$ cat src/rtl/thresh_status_fifo_if.sv
// thresh_status_fifo_if: write/read handshake bundle between producer, FIFO and consumer.
interface thresh_status_fifo_if #(
   parameter int DATA_W = 32
);
   logic              wr_valid;
   logic              wr_ready;
   logic [DATA_W-1:0] wr_data;
   logic              rd_valid;
   logic              rd_ready;
   logic [DATA_W-1:0] rd_data;
   modport master (output wr_valid, wr_data, rd_ready, input wr_ready, rd_valid, rd_data);
   modport slave  (input wr_valid, wr_data, rd_ready, output wr_ready, rd_valid, rd_data);
endinterface

$ cat src/rtl/thresh_status_fifo.sv
// thresh_status_fifo: show-ahead FIFO with registered fill status word and almost-empty event.
module thresh_status_fifo #(
   parameter int DATA_W = 32,
   parameter int DEPTH  = 16,
   parameter int ADDR_W = $clog2(DEPTH)
) (
   input  logic                pclk,
   input  logic                preset_n,
   input  logic                flush,
   thresh_status_fifo_if.slave bus,
   input  logic [15:0]         cfg_threshold,
   output logic [15:0]         empty_state,
   output logic                thresh_irq
);
   localparam logic [ADDR_W:0] FULL = (ADDR_W+1)'(DEPTH);
   logic [DATA_W-1:0] mem [DEPTH];
   logic [ADDR_W-1:0] rd_ptr;
   logic [ADDR_W-1:0] wr_ptr;
   logic [ADDR_W:0]   level;
   logic [ADDR_W:0]   level_nxt;
   logic              wr_acc;
   logic              rd_acc;
   logic              below_nxt;
   assign bus.wr_ready = level != FULL;
   assign bus.rd_valid = level != '0;
   assign bus.rd_data  = mem[rd_ptr];
   assign wr_acc       = bus.wr_valid & bus.wr_ready;
   assign rd_acc       = bus.rd_valid & bus.rd_ready;
   assign level_nxt    = flush ? '0 : level + (ADDR_W+1)'(wr_acc) - (ADDR_W+1)'(rd_acc);
   assign below_nxt    = 16'(level_nxt) <= cfg_threshold;
   always_ff @(posedge pclk)
      if (wr_acc & ~flush) mem[wr_ptr] <= bus.wr_data;
   // empty_state[13] holds last cycle's below, so a fresh 0->1 edge is an event unless flush caused it
   always_ff @(posedge pclk or negedge preset_n)
      if (!preset_n) begin
         rd_ptr      <= '0;
         wr_ptr      <= '0;
         level       <= '0;
         empty_state <= 16'hA000;
         thresh_irq  <= 1'b0;
      end else begin
         rd_ptr      <= flush ? '0 : rd_ptr + ADDR_W'(rd_acc);
         wr_ptr      <= flush ? '0 : wr_ptr + ADDR_W'(wr_acc);
         level       <= level_nxt;
         empty_state <= {level_nxt == '0, level_nxt == FULL, below_nxt, 5'b0, 8'(level_nxt)};
         thresh_irq  <= ~flush & ~empty_state[13] & below_nxt;
      end
endmodule

$ cat src/flat_wrapper.sv
// flat-port wrapper written by rule: the top's interface ports become plain ports
module thresh_status_fifo_flat 
#(
   parameter int DATA_W = 32,
   parameter int DEPTH  = 16,
   parameter int ADDR_W = $clog2(DEPTH)
)
  (pclk, preset_n, flush, cfg_threshold, empty_state, thresh_irq, bus_wr_valid, bus_wr_data, bus_rd_ready, bus_wr_ready, bus_rd_valid, bus_rd_data);
  thresh_status_fifo_if #(.DATA_W(DATA_W)) bus_i ();
  input  logic pclk;
  input  logic preset_n;
  input  logic flush;
  input  logic [15:0] cfg_threshold;
  output logic [15:0] empty_state;
  output logic thresh_irq;
  input wire logic [$bits(bus_i.wr_valid)-1:0] bus_wr_valid;
  input wire logic [$bits(bus_i.wr_data)-1:0] bus_wr_data;
  input wire logic [$bits(bus_i.rd_ready)-1:0] bus_rd_ready;
  output wire logic [$bits(bus_i.wr_ready)-1:0] bus_wr_ready;
  output wire logic [$bits(bus_i.rd_valid)-1:0] bus_rd_valid;
  output wire logic [$bits(bus_i.rd_data)-1:0] bus_rd_data;
  assign bus_i.wr_valid = bus_wr_valid;
  assign bus_i.wr_data = bus_wr_data;
  assign bus_i.rd_ready = bus_rd_ready;
  assign bus_wr_ready = bus_i.wr_ready;
  assign bus_rd_valid = bus_i.rd_valid;
  assign bus_rd_data = bus_i.rd_data;
  thresh_status_fifo #(.DATA_W(DATA_W), .DEPTH(DEPTH), .ADDR_W(ADDR_W)) u_core (.pclk(pclk), .preset_n(preset_n), .flush(flush), .bus(bus_i), .cfg_threshold(cfg_threshold), .empty_state(empty_state), .thresh_irq(thresh_irq));
endmodule
$ cat config.mk
export PLATFORM = sky130hd
export DESIGN_NAME = thresh_status_fifo_flat
export DESIGN_NICKNAME = d
export VERILOG_FILES = /design/src/rtl/thresh_status_fifo_if.sv /design/src/rtl/thresh_status_fifo.sv /design/src/flat_wrapper.sv
export SDC_FILE = /design/constraint.sdc
export NUM_CORES = 1
export LEC_CHECK = 0
export ABC_AREA = 1
export BUFFER_PORTS_ARGS = -buffer_cell sky130_fd_sc_hd__buf_2
export CELL_PAD_IN_SITES_DETAIL_PLACEMENT = 0
export CELL_PAD_IN_SITES_GLOBAL_PLACEMENT = 2
export CORE_ASPECT_RATIO = 0.75
export CORE_MARGIN = 2
export CORE_UTILIZATION = 40
export CTS_BUF_LIST = sky130_fd_sc_hd__clkbuf_16
export DETAILED_ROUTE_END_ITERATION = 10
export PLACE_DENSITY = 0.8
export SETUP_SLACK_MARGIN = 0.1
export SLEW_MARGIN = 20
export SYNTH_ARGS = -nofsm -noshare
export SYNTH_HDL_FRONTEND = slang
export SYNTH_SLANG_ARGS = --single-unit
$ cat constraint.sdc
create_clock -name pclk -period 9.1 [get_ports pclk]
set_input_delay 0 -clock pclk [delete_from_list [all_inputs] [get_ports pclk]]
set_output_delay 0 -clock pclk [all_outputs]
set_load 0.02 [all_outputs]
==> out/results.tsv <==
metric	value	unit
maxSlewHeadroom	20.1	%
grt_pass1_vias	13500	
clock-sinks	529	
synth_area	22100	µm²
antennaDiodeCount	0	
finalCritPeriodShare	51.6	%
synth-compound-area-share	3.72	%
antenna_found_initial	0	
final_hold_viol_count	0	
synth_top_family_by_area	simple AND/OR/NAND/NOR gates	
grt_overflow_total	0	
rr_startpoint	u_core.level[3]	
grt_pass1_wl	83700	µm
yosysUniqueCellTypes	32	
fmax	213	MHz
ys_seq_area_share	71.5	%
numCtsBuffers	53	
rrSetupSlack	4.40	ns
avgSynthCellArea	11.5	µm²
grt_max_degree	223	
htreeDepth	2	
fill_cells	4949	
nets	2108	
ioPinCount	104	
required	9.59	ns
synth_fa_ha_area_share	0.939	%
hold_class	input port to flop	
clkTransAtPathRegs	0.06	ns
arrival	5.19	ns
slowest_delay	0.56	ns
root_buffer	clkbuf_16	
drv_slew	0	
wirelength	55300	µm
dp_hpwl	26300	µm
synth_xor_xnor_area_share	0.0396	%
outcome	finished clean	
power_density	254	nW/µm²
clock_skew	0.0193	ns
peakVddDrop	0.184	mV
setup_tns	0	ns
start_kind	flop	
power	6.40	mW
first_pass_iters	5	
grt_use_total	19.4	%
die_area	57200	µm²
final_common_cell	nand2_1	
ant_nets	0	
drt_drc_violations_left	0	
cap_violations	0	
drive_above_1_share	11.1	%
drtIter0Drc	1235	
endpoint_kind	flop	
yosysWarnings	0	
cts-resized-gates	0	
cp_num_buf_inv	8	
critPathTopFamily	buffers and inverters	
area_delta_synth_final	13.9	%
placed_area	23000	µm²
clockBufferDepth	3	
initial_core_util	40.5	%
critical_path_class	flop to flop	
tightest_slew	1.20	ns
p_leak	9.60	nW
synthMuxAreaShare	0	%
ys_ff_latch	529	
cp-startpoint	u_core.level[3]	
rr_endpoint	u_core.empty_state[13]	
io_buffers	95	
coreArea	54500	µm²
fin_area	25200	µm²
setup_viol	0	
viasPerCell	5.01	
ctsHoldBuffers	47	
cp.depth	22	
clk_latency	0.58	ns
vias	14100	
cts_setup_buffers	0	
path_cells	inv_1 -> ha_1 -> nand4_1 -> nand2_1 -> inv_1 -> ha_1 -> inv_1 -> ha_1 -> inv_1 -> fa_1 -> inv_1 -> nand3_1 -> nand3_1 -> nand2_1 -> nor2_1 -> ha_1 -> nand2_1 -> dlygate4sd3_1 -> nand2_1 -> dlygate4sd3_1 -> nand2_1 -> dlygate4sd3_1	
chipWidth	276	µm
wl_per_cell	19.7	µm
die_h	208	µm
ff2ff_path_depth	22	
setup.worst_path.end	u_core.empty_state[13]	
synthSimpleGateAreaFrac	18.7	%
post-route-min-period	4.70	ns
rows	74	
slowest_stage	dlygate4sd3_1	
synth_cells	1919	
final_cell_mix	nand2_1 (607), edfxtp_1 (512), nand3_1 (201), nor2_1 (196), buf_2 (95)	
critPathMaxFanout	3	
place_congestion	0.738	
grt_setup_unrepaired	false	
cts_tree	built	
==> report_power, final <==
group / internal (mW) / leakage (nW) / switching [mW]
Sequential: 2.73 / 4.83 / 0.0709
Clock: 1.20 / 0.866 / 0.908
Combinational: 0.461 / 3.90 / 1.03
==> metrics by stage <==
stage	hold slack [ns]	instances	setup WS (ns)	utilization (%)
2_1_floorplan	-0.296	1926	5.02	-
3_3_place_gp	-0.0411	2659	5.48	42.3
3_5_place_dp	-0.0243	2659	5.52	42.3
4_1_cts	0.00758	2805	4.40	46.2
5_1_grt	0.0634	2805	4.13	46.2
6_report	0.0214	2805	4.40	46.2
==> worst min path at each step <==
stage                      from                     end  slack (ns)  cells after the start
6_report       cfg_threshold[0]       u_core.thresh_irq        0.02                      6
5_1_grt        cfg_threshold[0]       u_core.thresh_irq        0.06                      6
4_1_cts        cfg_threshold[0]       u_core.thresh_irq       0.008                      6
3_5_place_dp           preset_n       u_core.thresh_irq       -0.02                      1
3_3_place_gp           preset_n       u_core.thresh_irq       -0.04                      1
2_1_floorplan          preset_n  u_core.empty_state[14]       -0.30                      0
==> sequential cells by signal, indices dropped and copies added (netlist names) <==
register / cells
u_core.thresh_irq: 1
u_core.wr_ptr: 4
u_core.empty_state: 4
u_core.mem: 512
u_core.rd_ptr: 4
u_core.level: 4
==> logic make-up after synthesis <==
logic type / count (synthesis)
buffers and inverters: 196
XOR/XNOR: 1
flip-flops: 529
adder cells (fa/ha/maj): 16
other: 1
AND/OR/NAND/NOR: 1027
AO/OA/AOI/OAI: 149
==> worst min-delay path: cells and delay by family <==
family          cells  cell delay (ns)
compound gates      1             0.12
buf+inv             1             0.08
simple gates        3             0.21
fa+ha+maj           1             0.12
==> Yosys cell counts <==
library cell / number / area, µm²
a21oi_1: 16 / 80.1
and2_0: 1 / 6.26
buf_1: 8 / 30.0
buf_12: 1 / 20.0
buf_2: 35 / 175
buf_4: 15 / 113
buf_6: 35 / 394
clkbuf_1: 20 / 75.1
clkbuf_2: 1 / 5.00
clkinv_1: 1 / 3.75
conb_1: 1 / 3.75
dfrtp_1: 15 / 375
dfstp_2: 2 / 52.6
edfxtp_1: 512 / 15400
fa_1: 1 / 20.0
ha_1: 15 / 188
inv_1: 77 / 289
inv_2: 1 / 3.75
inv_4: 1 / 6.26
inv_6: 1 / 8.76
nand2_1: 607 / 2280
nand2_2: 1 / 6.26
nand3_1: 201 / 1010
nand4_1: 3 / 18.8
nor2_1: 196 / 736
nor3_1: 16 / 80.1
o211ai_1: 29 / 218
o21ai_0: 66 / 330
o21ai_1: 36 / 180
o21bai_1: 2 / 15.0
or2_2: 2 / 12.5
xnor2_1: 1 / 8.76
==> metal layers <==
metal	up-vias	routed length [µm]	global-route usage (%)
met1	6838	25800	28.2
li1	6799	-	-
met5	-	0	0
met4	0	1090	4.49
met2	354	25600	31.0
met3	71	2730	2.63
==> cell type report <==
class | instances | area, µm² | area share [%]
Timing Repair Buffer | 173 | 1190 | 4.73
Clock buffer | 55 | 1380 | 5.46
Sequential cell | 529 | 15800 | 62.7
Clock inverter | 44 | 304 | 1.21
Inverter | 81 | 318 | 1.26
Multi-Input combinational cell | 1201 | 5290 | 21.0
Tap cell | 722 | 903 | 3.59
(Power assumes the default switching activity.)
